`config.mk`:
```
export PLATFORM = sky130hd
export DESIGN_NAME = idex_pipe_reg_flat
export DESIGN_NICKNAME = d
export VERILOG_FILES = /design/src/rtl/idex_pipe_reg_if.sv /design/src/rtl/idex_pipe_reg.sv /design/src/flat_wrapper.sv
export SDC_FILE = /design/constraint.sdc
export NUM_CORES = 1
export LEC_CHECK = 0
export CORE_UTILIZATION = 40
export DETAILED_ROUTE_END_ITERATION = 10
export PLACE_DENSITY = 0.9
export SLEW_MARGIN = 20
export SYNTH_ARGS = -nofsm -noshare
export SYNTH_HDL_FRONTEND = slang
export SYNTH_SLANG_ARGS = --single-unit
```
`constraint.sdc`:
```
create_clock -name clk -period 1.5 [get_ports clk]
set_input_delay 0.3 -clock clk [delete_from_list [all_inputs] [get_ports clk]]
set_output_delay 0.3 -clock clk [all_outputs]
set_load 0.02 [all_outputs]
```
`src/rtl/idex_pipe_reg_if.sv`:
```
// Decode-to-execute bundle: decode-stage fields in, ID/EX register contents and stall control out.
interface idex_pipe_reg_if;
   logic       dcd_valid;
   logic [2:0] op1_addr;
   logic [2:0] op2_addr;
   logic       uses_op1;
   logic       uses_op2;
   logic [7:0] op1_data;
   logic [7:0] op2_data;
   logic [2:0] dest_addr;
   logic       reg_wr_en;
   logic       load_true;
   logic       store_true;
   logic [3:0] alu_op;
   logic [7:0] imm;
   logic       flush;

   logic       ex_valid;
   logic [2:0] op1_addr_reg;
   logic [2:0] op2_addr_reg;
   logic [2:0] dest_addr_reg;
   logic [7:0] op1_data_reg;
   logic [7:0] op2_data_reg;
   logic [7:0] imm_reg;
   logic       reg_wr_en_reg;
   logic       load_true_reg;
   logic       store_true_reg;
   logic [3:0] alu_op_reg;
   logic       stall_ifid;
   logic [15:0] stall_cnt;

   modport slave (
      input  dcd_valid, op1_addr, op2_addr, uses_op1, uses_op2, op1_data, op2_data,
             dest_addr, reg_wr_en, load_true, store_true, alu_op, imm, flush,
      output ex_valid, op1_addr_reg, op2_addr_reg, dest_addr_reg, op1_data_reg,
             op2_data_reg, imm_reg, reg_wr_en_reg, load_true_reg, store_true_reg,
             alu_op_reg, stall_ifid, stall_cnt
   );

   modport master (
      output dcd_valid, op1_addr, op2_addr, uses_op1, uses_op2, op1_data, op2_data,
             dest_addr, reg_wr_en, load_true, store_true, alu_op, imm, flush,
      input  ex_valid, op1_addr_reg, op2_addr_reg, dest_addr_reg, op1_data_reg,
             op2_data_reg, imm_reg, reg_wr_en_reg, load_true_reg, store_true_reg,
             alu_op_reg, stall_ifid, stall_cnt
   );
endinterface

```
`src/rtl/idex_pipe_reg.sv`:
```
// ID/EX pipeline register with load-use stall/bubble insertion.
// Optional saturating stall counter enabled by defining IDEX_PERF_CNT_EN.
module idex_pipe_reg #(
   parameter int LOAD_STALL = 1
) (
   input  logic           clk,
   input  logic           rst,
   idex_pipe_reg_if.slave bus
);
   if (LOAD_STALL < 1 || LOAD_STALL > 3) begin : g_bad_load_stall
      $error("LOAD_STALL must be in 1..3");
   end

   // Down-counter preload: the RUN cycle that detects the hazard is the first bubble.
   localparam logic [1:0] REM_INIT = (LOAD_STALL > 1) ? 2'(LOAD_STALL - 2) : 2'd0;

   typedef enum logic {RUN, STALL} state_e;

   state_e     state_q;
   logic [1:0] rem_q;
   logic       ex_valid_q;
   logic [2:0] op1_addr_q, op2_addr_q, dest_addr_q;
   logic [7:0] op1_data_q, op2_data_q, imm_q;
   logic       reg_wr_en_q, load_true_q, store_true_q;
   logic [3:0] alu_op_q;
   logic       hazard;
   logic       stall_ifid;

   assign hazard = bus.dcd_valid & ex_valid_q & load_true_q & reg_wr_en_q &
                   ((bus.uses_op1 & (bus.op1_addr == dest_addr_q)) |
                    (bus.uses_op2 & (bus.op2_addr == dest_addr_q)));

   assign stall_ifid = ~bus.flush & ((state_q == STALL) | hazard);

   // NOTE: all state here uses non-blocking assignments so every register samples pre-edge values.
   always_ff @(posedge clk) begin
      if (rst) begin
         state_q      <= RUN;
         rem_q        <= 2'd0;
         ex_valid_q   <= 1'b0;
         op1_addr_q   <= 3'd0;
         op2_addr_q   <= 3'd0;
         dest_addr_q  <= 3'd0;
         op1_data_q   <= 8'd0;
         op2_data_q   <= 8'd0;
         imm_q        <= 8'd0;
         reg_wr_en_q  <= 1'b0;
         load_true_q  <= 1'b0;
         store_true_q <= 1'b0;
         alu_op_q     <= 4'd0;
      end else if (bus.flush) begin
         state_q      <= RUN;
         rem_q        <= 2'd0;
         ex_valid_q   <= 1'b0;
         reg_wr_en_q  <= 1'b0;
         load_true_q  <= 1'b0;
         store_true_q <= 1'b0;
      end else begin
         case (state_q)
            RUN: begin
               if (hazard) begin
                  ex_valid_q   <= 1'b0;
                  reg_wr_en_q  <= 1'b0;
                  load_true_q  <= 1'b0;
                  store_true_q <= 1'b0;
                  if (LOAD_STALL > 1) begin
                     rem_q   <= REM_INIT;
                     state_q <= STALL;
                  end
               end else begin
                  // An invalid decode slot still lands as a bubble with write controls cleared.
                  ex_valid_q   <= bus.dcd_valid;
                  op1_addr_q   <= bus.op1_addr;
                  op2_addr_q   <= bus.op2_addr;
                  dest_addr_q  <= bus.dest_addr;
                  op1_data_q   <= bus.op1_data;
                  op2_data_q   <= bus.op2_data;
                  imm_q        <= bus.imm;
                  reg_wr_en_q  <= bus.dcd_valid & bus.reg_wr_en;
                  load_true_q  <= bus.dcd_valid & bus.load_true;
                  store_true_q <= bus.dcd_valid & bus.store_true;
                  alu_op_q     <= bus.alu_op;
               end
            end
            STALL: begin
               ex_valid_q   <= 1'b0;
               reg_wr_en_q  <= 1'b0;
               load_true_q  <= 1'b0;
               store_true_q <= 1'b0;
               if (rem_q == 2'd0) state_q <= RUN;
               else               rem_q   <= rem_q - 2'd1;
            end
            default: state_q <= RUN;
         endcase
      end
   end

`ifdef IDEX_PERF_CNT_EN
   logic [15:0] stall_cnt_q, stall_cnt_d;

   always_comb begin
      stall_cnt_d = stall_cnt_q;
      if (stall_ifid && (stall_cnt_q != 16'hFFFF)) stall_cnt_d = stall_cnt_q + 16'd1;
   end

   always_ff @(posedge clk) begin
      if (rst) stall_cnt_q <= 16'd0;
      else     stall_cnt_q <= stall_cnt_d;
   end

   assign bus.stall_cnt = stall_cnt_q;
`else
   assign bus.stall_cnt = 16'h0000;
`endif

   assign bus.stall_ifid     = stall_ifid;
   assign bus.ex_valid       = ex_valid_q;
   assign bus.op1_addr_reg   = op1_addr_q;
   assign bus.op2_addr_reg   = op2_addr_q;
   assign bus.dest_addr_reg  = dest_addr_q;
   assign bus.op1_data_reg   = op1_data_q;
   assign bus.op2_data_reg   = op2_data_q;
   assign bus.imm_reg        = imm_q;
   assign bus.reg_wr_en_reg  = reg_wr_en_q;
   assign bus.load_true_reg  = load_true_q;
   assign bus.store_true_reg = store_true_q;
   assign bus.alu_op_reg     = alu_op_q;
endmodule

```
`src/flat_wrapper.sv`:
```
// flat-port wrapper written by rule: the top's interface ports become plain ports
module idex_pipe_reg_flat 
#(
   parameter int LOAD_STALL = 1
)
  (clk, rst, bus_dcd_valid, bus_op1_addr, bus_op2_addr, bus_uses_op1, bus_uses_op2, bus_op1_data, bus_op2_data, bus_dest_addr, bus_reg_wr_en, bus_load_true, bus_store_true, bus_alu_op, bus_imm, bus_flush, bus_ex_valid, bus_op1_addr_reg, bus_op2_addr_reg, bus_dest_addr_reg, bus_op1_data_reg, bus_op2_data_reg, bus_imm_reg, bus_reg_wr_en_reg, bus_load_true_reg, bus_store_true_reg, bus_alu_op_reg, bus_stall_ifid, bus_stall_cnt);
  idex_pipe_reg_if bus_i ();
  input  logic clk;
  input  logic rst;
  input wire logic [$bits(bus_i.dcd_valid)-1:0] bus_dcd_valid;
  input wire logic [$bits(bus_i.op1_addr)-1:0] bus_op1_addr;
  input wire logic [$bits(bus_i.op2_addr)-1:0] bus_op2_addr;
  input wire logic [$bits(bus_i.uses_op1)-1:0] bus_uses_op1;
  input wire logic [$bits(bus_i.uses_op2)-1:0] bus_uses_op2;
  input wire logic [$bits(bus_i.op1_data)-1:0] bus_op1_data;
  input wire logic [$bits(bus_i.op2_data)-1:0] bus_op2_data;
  input wire logic [$bits(bus_i.dest_addr)-1:0] bus_dest_addr;
  input wire logic [$bits(bus_i.reg_wr_en)-1:0] bus_reg_wr_en;
  input wire logic [$bits(bus_i.load_true)-1:0] bus_load_true;
  input wire logic [$bits(bus_i.store_true)-1:0] bus_store_true;
  input wire logic [$bits(bus_i.alu_op)-1:0] bus_alu_op;
  input wire logic [$bits(bus_i.imm)-1:0] bus_imm;
  input wire logic [$bits(bus_i.flush)-1:0] bus_flush;
  output wire logic [$bits(bus_i.ex_valid)-1:0] bus_ex_valid;
  output wire logic [$bits(bus_i.op1_addr_reg)-1:0] bus_op1_addr_reg;
  output wire logic [$bits(bus_i.op2_addr_reg)-1:0] bus_op2_addr_reg;
  output wire logic [$bits(bus_i.dest_addr_reg)-1:0] bus_dest_addr_reg;
  output wire logic [$bits(bus_i.op1_data_reg)-1:0] bus_op1_data_reg;
  output wire logic [$bits(bus_i.op2_data_reg)-1:0] bus_op2_data_reg;
  output wire logic [$bits(bus_i.imm_reg)-1:0] bus_imm_reg;
  output wire logic [$bits(bus_i.reg_wr_en_reg)-1:0] bus_reg_wr_en_reg;
  output wire logic [$bits(bus_i.load_true_reg)-1:0] bus_load_true_reg;
  output wire logic [$bits(bus_i.store_true_reg)-1:0] bus_store_true_reg;
  output wire logic [$bits(bus_i.alu_op_reg)-1:0] bus_alu_op_reg;
  output wire logic [$bits(bus_i.stall_ifid)-1:0] bus_stall_ifid;
  output wire logic [$bits(bus_i.stall_cnt)-1:0] bus_stall_cnt;
  assign bus_i.dcd_valid = bus_dcd_valid;
  assign bus_i.op1_addr = bus_op1_addr;
  assign bus_i.op2_addr = bus_op2_addr;
  assign bus_i.uses_op1 = bus_uses_op1;
  assign bus_i.uses_op2 = bus_uses_op2;
  assign bus_i.op1_data = bus_op1_data;
  assign bus_i.op2_data = bus_op2_data;
  assign bus_i.dest_addr = bus_dest_addr;
  assign bus_i.reg_wr_en = bus_reg_wr_en;
  assign bus_i.load_true = bus_load_true;
  assign bus_i.store_true = bus_store_true;
  assign bus_i.alu_op = bus_alu_op;
  assign bus_i.imm = bus_imm;
  assign bus_i.flush = bus_flush;
  assign bus_ex_valid = bus_i.ex_valid;
  assign bus_op1_addr_reg = bus_i.op1_addr_reg;
  assign bus_op2_addr_reg = bus_i.op2_addr_reg;
  assign bus_dest_addr_reg = bus_i.dest_addr_reg;
  assign bus_op1_data_reg = bus_i.op1_data_reg;
  assign bus_op2_data_reg = bus_i.op2_data_reg;
  assign bus_imm_reg = bus_i.imm_reg;
  assign bus_reg_wr_en_reg = bus_i.reg_wr_en_reg;
  assign bus_load_true_reg = bus_i.load_true_reg;
  assign bus_store_true_reg = bus_i.store_true_reg;
  assign bus_alu_op_reg = bus_i.alu_op_reg;
  assign bus_stall_ifid = bus_i.stall_ifid;
  assign bus_stall_cnt = bus_i.stall_cnt;
  idex_pipe_reg #(.LOAD_STALL(LOAD_STALL)) u_core (.clk(clk), .rst(rst), .bus(bus_i));
endmodule
```
-- After elaboration in Yosys (flattened, before gate mapping)
Index checks and enable logic that the tools add are counted.
- register bits: 44
- output and inout port bits: 58
- bits of input ports: 46
- logic and storage cells: 46
- memory bits (writable): 0
- memories: 0
- bits in read-only memories: 0
- latch bits: 0
- shift operators: 0
- equality and inequality tests: 2
- bitwise logic cells: 16
- reduce and logical (&&, ||, !) cells: 5
- order comparisons: 0
- multiplexer cells: 9
- divide/modulo/power cells: 0
- add/sub/neg operators: 1
- multipliers: 0
- operator list (cell ; count):
    $and 1x1->1 ; 10
    $pmux 1 s2 ; 4
    $eq 3x3->1 ; 2
    $mux 1 ; 5
    $not 1->1 ; 4
    $reduce_and 3->1 ; 1
    $reduce_or 3->1 ; 1
    $logic_not 2->1 ; 1
    $or 1x1->1 ; 2
    $reduce_and 2->1 ; 1
    $reduce_or 2->1 ; 1
    $sub 2x1->2 const B ; 1

-- Longest topological paths before layout
Gate-level depths: netlist (run 1).
- depth in word-level cells: 6
- depth in mapped cells: 7
- gate-level depth less buffers: 5

-- Worst setup path after synthesis (run 1)
No wires, ideal clock.
- kind: reg-to-output
- start: register u_core.dest_addr_q[0] (netlist: u_core.bus.dest_addr_reg[0])
- end: output bus_stall_ifid
- path slack: -0.074 ns
- data required time: 1.200 ns
- cell stages (with the launch flop): 6
- path buffers: 0
- arrival time: 1.274 ns
- cell sequence: dfxtp_1 xnor2_1 nand4_1 a21oi_2 nor2_1 nor2_1
- cells in the longest elaborated chain, start to end: 6
- elaborated cells between the ends (all ways): 8
- classes of those cells: eq/ne: 2; bitwise: 6
- ends and longest elaborated chain (element ; line ; text):
    from (decl) ; idex_pipe_reg.sv:22 ; logic [2:0] op1_addr_q, op2_addr_q, dest_addr_q;
    from (signal assigned) ; idex_pipe_reg.sv:75 ; dest_addr_q <= bus.dest_addr;
    $eq 3x3->1 (on tied branches) ; idex_pipe_reg.sv:30, idex_pipe_reg.sv:31 ;
    $and 1x1->1 (on tied branches) ; idex_pipe_reg.sv:30, idex_pipe_reg.sv:31 ;
    $or 1x1->1 * ; idex_pipe_reg.sv:30 ; ((bus.uses_op1 & (bus.op1_addr == dest_addr_q)) |
    $and 1x1->1 * ; idex_pipe_reg.sv:29 ; assign hazard = bus.dcd_valid & ex_valid_q & load_true_q & reg_wr_en_q &
    $or 1x1->1 * ; idex_pipe_reg.sv:33 ; assign stall_ifid = ~bus.flush & ((state_q == STALL) | hazard);
    $and 1x1->1 * ; idex_pipe_reg.sv:33 ;
    to (decl) ; flat_wrapper.sv:35 ; output wire logic [$bits(bus_i.stall_ifid)-1:0] bus_stall_ifid;
Every way passes the cells marked *; elsewhere a longest branch is shown, timed or not.

-- Final worst setup path (run 1)
- start: register u_core.dest_addr_q[2] (netlist: u_core.bus.dest_addr_reg[2])
- end: output bus_stall_ifid
The elaborated chain is that of the path after synthesis.

==> flow_metrics.tcl, run 1 <==
set metrics [dict create \
    die_h_um 75.0 \
    vdd.ir_drop.worst_mv 0.451 \
    power_mw 2.75 \
    antenna_found_initial 0 \
    drv_slew 0 \
    cp_max_fo 4 \
    place_congestion 0.776 \
    die-area_mm2 0.00562 \
    cp_common_cell "nor2_2" \
    ctsLongestPathBuffers 2 \
    fin_nets 362 \
    critical_path_required_ns 1.20 \
    cp_slowest_cell "dfxtp_4" \
    synthTopCellsByArea "dfxtp_1 (41%), nand2b_1 (21%), mux2i_1 (17%), buf_4 (5.6%), xnor2_1 (2.9%)" \
    h-tree-depth 2 \
    synth_cell_types 21 \
    coreArea_mm2 0.00511 \
    setup_violations 41 \
    cts_hold_buffers 0 \
    max_cap_viol_count 0 \
    failed_checks "setup timing" \
    wl_um 4850 \
    clock_power_share_pct 32.1 \
    switching_share_pct 25.4 \
    root_buffer "clkbuf_8" \
    critical_path_class "reg2out" \
    p_switching_uw 698 \
    status "finished with violations" \
    syn_avg_cell_area_um2 10.1 \
    wl_per_cell_um 12.6 \
    rsz0062_at_grt "true" \
    cts_tree "built" \
    grt_pass1_wl_um 6910 \
    final_cell_mix "nand2b_1 (71), dlygate4sd2_1 (47), dfxtp_1 (41)" \
    yosysTopAreaCell "dfxtp_1" \
    grt_max_degree 41 \
    clkLatencyLatePin_ns 0.30 \
    numCtsBuffers 5 \
    internal_power_mw 2.05 \
    crit_arrival_ns 1.45 \
    hold_viol_final 0 \
    dp_hpwl_um 3340 \
    hp-class "in2reg" \
    grt_usage_pct 16.6 \
    drive_gt1_share_pct 13.3 \
    clock.fmax_mhz 571 \
    rows 26 \
    seq_power_share_pct 46.1 \
    overflow 0 \
    ant_nets 0 \
    ys_ff_latch 44 \
    whs_ns 0.393 \
    cts_sinks 44 \
    initial_utilization_pct 41.7 \
    ys.warnings.count 0 \
    viasPerCell 4.46 \
    setup_tns_ns -6.97 \
    ios 104 \
    grt_pass1_vias 1604 \
    port_buffers 87 \
    setup_ws_ns -0.253 \
    post-route-period-util_pct 117 \
    antenna_cells 0 \
    skew_ns 0.00766 \
    syn2layout_area_growth_pct 56.1 \
    drtIter0Drc 37 \
    worst_setup_hold_path_clk_slew_ns 0.08 \
    crit_chain "xnor2_2 -> nand4_1 -> a21oi_2 -> nor2_2 -> nor2_2 -> buf_6" \
    crit_family "flip-flops" \
    period_needed_ns 1.75 \
    power_density_mw_per_mm2 826 \
    die_x_um 75.0 \
    layout_commonest_cell "nand2b_1" \
    cp_slowest_stage_delay_ns 0.37 \
    leakage_nw 1.55 \
    pre_cts_ws_ns -0.835 \
    cp-start-kind "flip-flop" \
    path_buf_inv 1 \
    num_vias 1720 \
    combPwrFrac_pct 21.8 \
    yosysTopAreaCellShare_pct 41.3 \
    drt_pre_antenna_iters 4 \
    worstSetupEndpointType "output port" \
    drc 0 \
    synth_seq_area_share_pct 41.3 \
    syn-cell-area_mm2 0.00213 \
    synthCells 212 \
]
## synth_stat cells
cell type / count
nor2_1: 4
a21oi_2: 1
clkbuf_1: 8
nand2b_1: 71
nor3_1: 2
nor2b_1: 1
ha_1: 1
dfxtp_1: 44
or2b_1: 3
inv_1: 2
xnor2_1: 7
buf_12: 3
nor3_2: 1
mux2i_1: 37
nand2_1: 1
buf_6: 1
buf_4: 16
and2_1: 4
nand4_1: 3
conb_1: 1
a2111oi_0: 1
## worst paths after layout
path	start	to	slack, ns	cells past startpoint
worst max-delay path	u_core.bus.dest_addr_reg[2]$_SDFFE_PP0P_	bus_stall_ifid	-0.25	6
worst min-delay path	rst	u_core.state_q$_SDFF_PP0_	0.39	3
worst max register to register	u_core.bus.dest_addr_reg[2]$_SDFFE_PP0P_	u_core.bus.op2_addr_reg[1]$_SDFFE_PP0P_	-0.21	9
worst min register to register	u_core.bus.op1_data_reg[0]$_SDFFE_PP0P_	u_core.bus.op1_data_reg[0]$_SDFFE_PP0P_	0.47	2
## stage by stage
step / area (µm²) / std cells / util [%]
floorplan: 2190 / 227 / -
global placement: 3050 / 368 / 59.7
detailed placement: 3050 / 368 / 59.7
CTS: 3200 / 381 / 62.7
global route: 3330 / 386 / 65.1
finish: 3330 / 386 / 65.1
## metal layers
layer / GRT usage [%] / wire length, µm / part of all wire (%)
met1: 15.9 / 1860 / 38
met3: 6.69 / 416 / 8.6
met2: 31.8 / 2530 / 52
met4: 5.66 / 44 / 0.91
met5: 0 / 0 / 0
## repair_timing
| item | in CTS | in global routing |
|---|---|---|
| gates cloned | 2 | 4 |
| resized for setup | 56 | 12 |
| setup buffers | 3 | 2 |
| pin swaps | 5 | 3 |
| setup endpoints to repair | 79 | 39 |
## power by group through the flow
stage                     Sequential [mW]  Clock, mW  Combinational (mW)
after floorplan                      1.37          0               0.257
after global placement               1.29          0               0.580
after detailed placement             1.30          0               0.591
after CTS                            1.27      0.916               0.577
after global routing                 1.28      0.970               0.642
final                                1.27      0.883               0.599
## worst reg2reg max path, stage by stage (launching register included)
cell       delay, ns
dfxtp_4         0.37
xnor2_2         0.14
nand4_1         0.11
a21oi_2         0.08
buf_4           0.14
buf_6           0.11
nor3_4          0.15
buf_6           0.18
clkbuf_16       0.16
mux2i_1         0.18
## logic make-up (layout without fill, tap and decap cells)
logic type               after synthesis  after routing  synth area share (%)
XOR/XNOR                               7              7                  2.88
adder cells (fa/ha/maj)                1              1                 0.587
other                                  1             16                 0.176
multiplexers                          37             37                  17.4
AND/OR/NAND/NOR                       90             90                  26.1
buffers and inverters                 30            119                  10.7
flip-flops                            44             44                  41.3
AO/OA/AOI/OAI                          2              2                 0.822
## area by class of cell
type,instances,area (µm²)
well taps,70,87.6
inverters,2,7.51
flip-flops and latches,44,887
repair buffers,109,1120
fillers,447,1780
multi-input cells,153,1120
clock inverters,2,35.0
clock buffers,6,72.6
No activity file was read; power rests on OpenSTA's default activity.
==> inputs of run 2 (changes only) <==
Settings changed: TNS_END_PERCENT from default to 10.
==> run 2 against run 1 <==
The flow still finishes with violations (setup timing). Non-clock buffer count is 4 lower. Combinational power shrank 3.7%. Critical path depth stayed put. Global-route usage did not move. Via count fell by 1.0%. Clock-buffer cell count is the same.
==> flow_metrics.tcl, run 2 (same netlist as run 1, synthesis figures left out) <==
set metrics [dict create \
    postPlaceCellArea_mm2 0.00305 \
    clkLatencyLatePin_ns 0.30 \
    cp.depth 6 \
    finalInstanceArea_mm2 0.00324 \
    h-tree-depth 2 \
    critical_path_class "reg2out" \
    wl_per_cell_um 12.3 \
    holdPathEnd "u_core.state_q$_SDFF_PP0_" \
    die_x_um 75.0 \
    setup_ws_ns -0.259 \
    overflow 0 \
    failed_checks "setup timing" \
    drc 0 \
    setup_violations 38 \
    crit_chain "xnor2_2 -> nand4_1 -> a21oi_2 -> nor2_2 -> nor2_2 -> buf_6" \
    coreArea_mm2 0.00511 \
    rsz0062_at_grt "true" \
    cp_common_cell "nor2_2" \
    reg2reg_depth 8 \
    power_density_mw_per_mm2 843 \
    wl_um 4680 \
    drv_slew 0 \
    fin_nets 358 \
    cp_max_fo 4 \
    ant_nets 0 \
    viasPerCell 4.46 \
    cts_tree "built" \
    die-area_mm2 0.00562 \
    period_needed_ns 1.76 \
    hold_viol_final 0 \
    hp-class "in2reg" \
    drive_gt1_share_pct 12.8 \
    post-route-period-util_pct 117 \
    hold_start "rst" \
    grt_pass1_wl_um 6920 \
    crit_family "flip-flops" \
    drt_pre_antenna_iters 4 \
    worst_setup_hold_path_clk_slew_ns 0.08 \
    cp-start-kind "flip-flop" \
    die_h_um 75.0 \
    final_cell_mix "nand2b_1 (71), dlygate4sd2_1 (45), dfxtp_1 (41)" \
    drtIter0Drc 43 \
    leakage_nw 1.50 \
    place_congestion 0.776 \
    num_vias 1702 \
    skew_ns 0.00747 \
    grt_usage_pct 16.6 \
    rows 26 \
    initial_utilization_pct 41.7 \
    whs_path_depth 3 \
    r2r-end "u_core.bus.op2_addr_reg[1]$_SDFFE_PP0P_" \
    grt_pass1_vias 1605 \
    dp_hpwl_um 3340 \
    clock.fmax_mhz 568 \
    cts_hold_buffers 0 \
    numCtsBuffers 5 \
    port_buffers 87 \
    crit_arrival_ns 1.46 \
    path_buf_inv 1 \
    root_buffer "clkbuf_8" \
    status "finished with violations" \
    ctsLongestPathBuffers 2 \
    antenna_found_initial 0 \
    syn2layout_area_growth_pct 52.0 \
    r2r-start "u_core.bus.dest_addr_reg[2]$_SDFFE_PP0P_" \
    cts_sinks 44 \
    rrSetupSlack_ns -0.10 \
    max_cap_viol_count 0 \
    grt_max_degree 41 \
    cp_slowest_cell "dfxtp_4" \
    vdd.ir_drop.worst_mv 0.430 \
    cp_slowest_stage_delay_ns 0.37 \
    worstSetupEndpointType "output port" \
    layout_commonest_cell "nand2b_1" \
    antenna_cells 0 \
    critical_path_required_ns 1.20 \
    ios 104 \
    fillCellCount 460 \
    pre_cts_ws_ns -0.835 \
]
[run 2: cell types whose count changed in the layout (fill, tap and decap cells not counted)]
| cell | change |
|---|---|
| buf_4 | +2 |
| buf_6 | -1 |
| dlygate4sd2_1 | -2 |
| clkbuf_16 | -3 |
[run 2: final cells by class]
cell class                      instances  area (µm²)  share of cell area (%)
Multi-Input combinational cell        153        1120                    34.5
Sequential cell                        44         887                    27.4
Inverter                                2        7.51                   0.232
Timing Repair Buffer                  105        1030                    31.8
Clock inverter                          2        35.0                    1.08
Clock buffer                            6        72.6                    2.24
Tap cell                               70        87.6                    2.70
[run 2: stage by stage]
stage	util [%]	TNS (ns)	cells	hold slack (ns)	total power, mW
after floorplan	-	0	227	0.377	1.63
after global placement	59.7	-18.11	368	0.458	1.87
after detailed placement	59.7	-19.77	368	0.464	1.89
after CTS	62.7	-4.63	381	0.363	2.76
after global routing	63.4	-6.10	382	0.390	2.87
final	63.4	-3.30	382	0.385	2.73
[run 2: how the worst max path moves through the flow]
stage	slack, ns	endpoint	startpoint
after detailed placement	-0.83	bus_stall_ifid	bus_op2_addr[2]
after CTS	-0.24	bus_stall_ifid	u_core.bus.dest_addr_reg[2]$_SDFFE_PP0P_
after global routing	-0.34	bus_stall_ifid	u_core.bus.dest_addr_reg[2]$_SDFFE_PP0P_
after floorplan	0.09	u_core.bus.dest_addr_reg[0]$_SDFFE_PP0P_	u_core.bus.dest_addr_reg[0]$_SDFFE_PP0P_
final	-0.26	bus_stall_ifid	u_core.bus.dest_addr_reg[2]$_SDFFE_PP0P_
after global placement	-0.84	bus_stall_ifid	bus_op2_addr[2]
[run 2: per-layer routing]
layer,vias to the layer above,track usage [%],wire [µm]
met3,5,6.69,412
met2,66,31.9,2420
met1,782,15.8,1810
met5,-,0,0
li1,849,-,-
met4,0,5.66,44
[run 2: power breakdown]
part	switching [mW]	total [mW]	leakage [nW]	internal (mW)
logic	0.270	0.577	1.08	0.307
clock network	0.390	0.884	0.0552	0.494
registers	0.0341	1.27	0.364	1.23
total	0.694	2.73	1.50	2.03
[run 2: worst register-to-register path: cells and delay by family (launching register included)]
family | cells | cell delay [ns]
AOI/OAI and AO/OA | 1 | 0.22
xor gates and xnor gates | 1 | 0.16
buffers and inverters | 3 | 0.45
DFF | 1 | 0.37
muxes | 1 | 0.11
and+or+nand+nor | 2 | 0.18
[run 2: what timing repair did]
item,4_1_cts,5_1_grt
setup buffers,3,1
gates cloned,2,1
setup endpoints to repair,79,39
pin swaps,5,3
gates resized for setup,56,11
==> inputs of run 3 (changes only) <==
Settings changed: MAX_ROUTING_LAYER from default to met4.
==> run 3 against run 2 <==
First-iteration DRC count is 12% higher. Hold slack hardly changed. Highest routed layer unchanged. Critical path depth stayed put. The run still ends with setup timing left. Non-clock buffer count stayed put. Critical endpoint unchanged. Power hardly changed. Setup slack hardly changed.
==> flow_metrics.tcl, run 3 (same netlist as run 1, synthesis figures left out) <==
set metrics [dict create \
    status "finished with violations" \
    failed_checks "setup timing" \
    crit_arrival_ns 1.46 \
    period_needed_ns 1.76 \
    worst_setup_hold_path_clk_slew_ns 0.08 \
    setup_violations 38 \
    power_density_mw_per_mm2 842 \
    whs_path_depth 3 \
    wl_per_cell_um 12.3 \
    regArea_um2 887 \
    rrSetupSlack_ns -0.11 \
    cp_max_fo 4 \
    h-tree-depth 2 \
    critical_path_required_ns 1.20 \
    leakage_nw 1.50 \
    skew_ns 0.00730 \
    finalInstanceArea_mm2 0.00324 \
    clock.fmax_mhz 568 \
    layout_commonest_cell "nand2b_1" \
    cts_tree "built" \
    postPlaceCellArea_mm2 0.00305 \
    drv_slew 0 \
    hold_viol_final 0 \
    rsz0062_at_grt "true" \
    grt_max_degree 41 \
    vdd.ir_drop.worst_mv 0.429 \
    cts_sinks 44 \
    die-area_mm2 0.00562 \
    grt_pass1_wl_um 6910 \
    drive_gt1_share_pct 12.8 \
    root_buffer "clkbuf_8" \
    power_mw 2.73 \
    viasPerCell 4.45 \
    drt_pre_antenna_iters 4 \
    num_vias 1698 \
    multi_input_area_mm2 0.00112 \
    numCtsBuffers 5 \
    rows 26 \
    die_x_um 75.0 \
    max_cap_viol_count 0 \
    die_h_um 75.0 \
    critical_path_class "reg2out" \
    pre_cts_ws_ns -0.835 \
    syn2layout_area_growth_pct 52.0 \
    reg2reg_depth 8 \
    overflow 0 \
    setup_ws_ns -0.259 \
    antenna_found_initial 0 \
    antenna_cells 0 \
    clkLatencyLatePin_ns 0.30 \
    fillCellCount 460 \
    ctsLongestPathBuffers 2 \
    final_core_util_pct 63.4 \
    place_congestion 0.786 \
    wl_um 4690 \
    worstSetupEndpointType "output port" \
    cp-start-kind "flip-flop" \
    dp_hpwl_um 3340 \
    final_cell_mix "nand2b_1 (71), dlygate4sd2_1 (45), dfxtp_1 (41)" \
    drtIter0Drc 48 \
    port_buffers 87 \
    ant_nets 0 \
    drc 0 \
    hp-class "in2reg" \
    post-route-period-util_pct 117 \
    fin_nets 358 \
    setup_tns_ns -3.36 \
    grt_pass1_vias 1606 \
    initial_utilization_pct 41.7 \
    coreArea_mm2 0.00511 \
    grt_usage_pct 17.1 \
    ios 104 \
]
-- run 3: cell counts in the layout (fill, tap and decap cells not counted) --
No cell type changed its count.
-- run 3: worst paths after layout --
path | startpoint | end
min reg2reg | u_core.bus.op1_data_reg[0]$_SDFFE_PP0P_ | u_core.bus.op1_data_reg[0]$_SDFFE_PP0P_
max | u_core.bus.dest_addr_reg[2]$_SDFFE_PP0P_ | bus_stall_ifid
min | rst | u_core.state_q$_SDFF_PP0_
max reg2reg | u_core.bus.dest_addr_reg[2]$_SDFFE_PP0P_ | u_core.bus.op2_addr_reg[1]$_SDFFE_PP0P_
-- run 3: critical path: stages (launching register included) --
cell     delay [ns]
dfxtp_4        0.37
xnor2_2        0.16
nand4_1        0.14
a21oi_2        0.22
nor2_2         0.06
nor2_2         0.09
buf_6          0.12
-- run 3: timing repair --
item / 4_1_cts / 5_1_grt
cloned: 2 / 1
buffers inserted: 3 / 1
pin swaps: 5 / 3
endpoints found under the setup margin: 79 / 39
gates resized for setup: 56 / 11
hold buffers: 0 / 0
-- run 3: metal layers --
| layer | track usage, % | part of all wire (%) | vias up |
|---|---|---|---|
| met5 | - | 0 | - |
| met4 | 5.66 | 0.90 | 0 |
| met3 | 6.16 | 8.3 | 5 |
| met2 | 31.9 | 52 | 66 |
| met1 | 16.1 | 39 | 779 |
| li1 | - | - | 848 |
-- run 3: final cells by class --
class,count,share of cell area (%)
Multi-Input combinational cell,153,34.5
Timing Repair Buffer,105,31.8
Sequential cell,44,27.4
Tap cell,70,2.70
Clock buffer,6,2.24
Clock inverter,2,1.08
Inverter,2,0.232
-- run 3: where the power goes --
group | internal [mW] | switching [mW]
sequential | 1.23 | 0.0341
combinational | 0.307 | 0.270
clock | 0.494 | 0.390
-- run 3: stage by stage --
stage | std cells | hold WS (ns)
floorplan | 227 | 0.377
global placement | 368 | 0.458
detailed placement | 368 | 0.464
CTS | 381 | 0.363
global route | 382 | 0.390
finish | 382 | 0.385
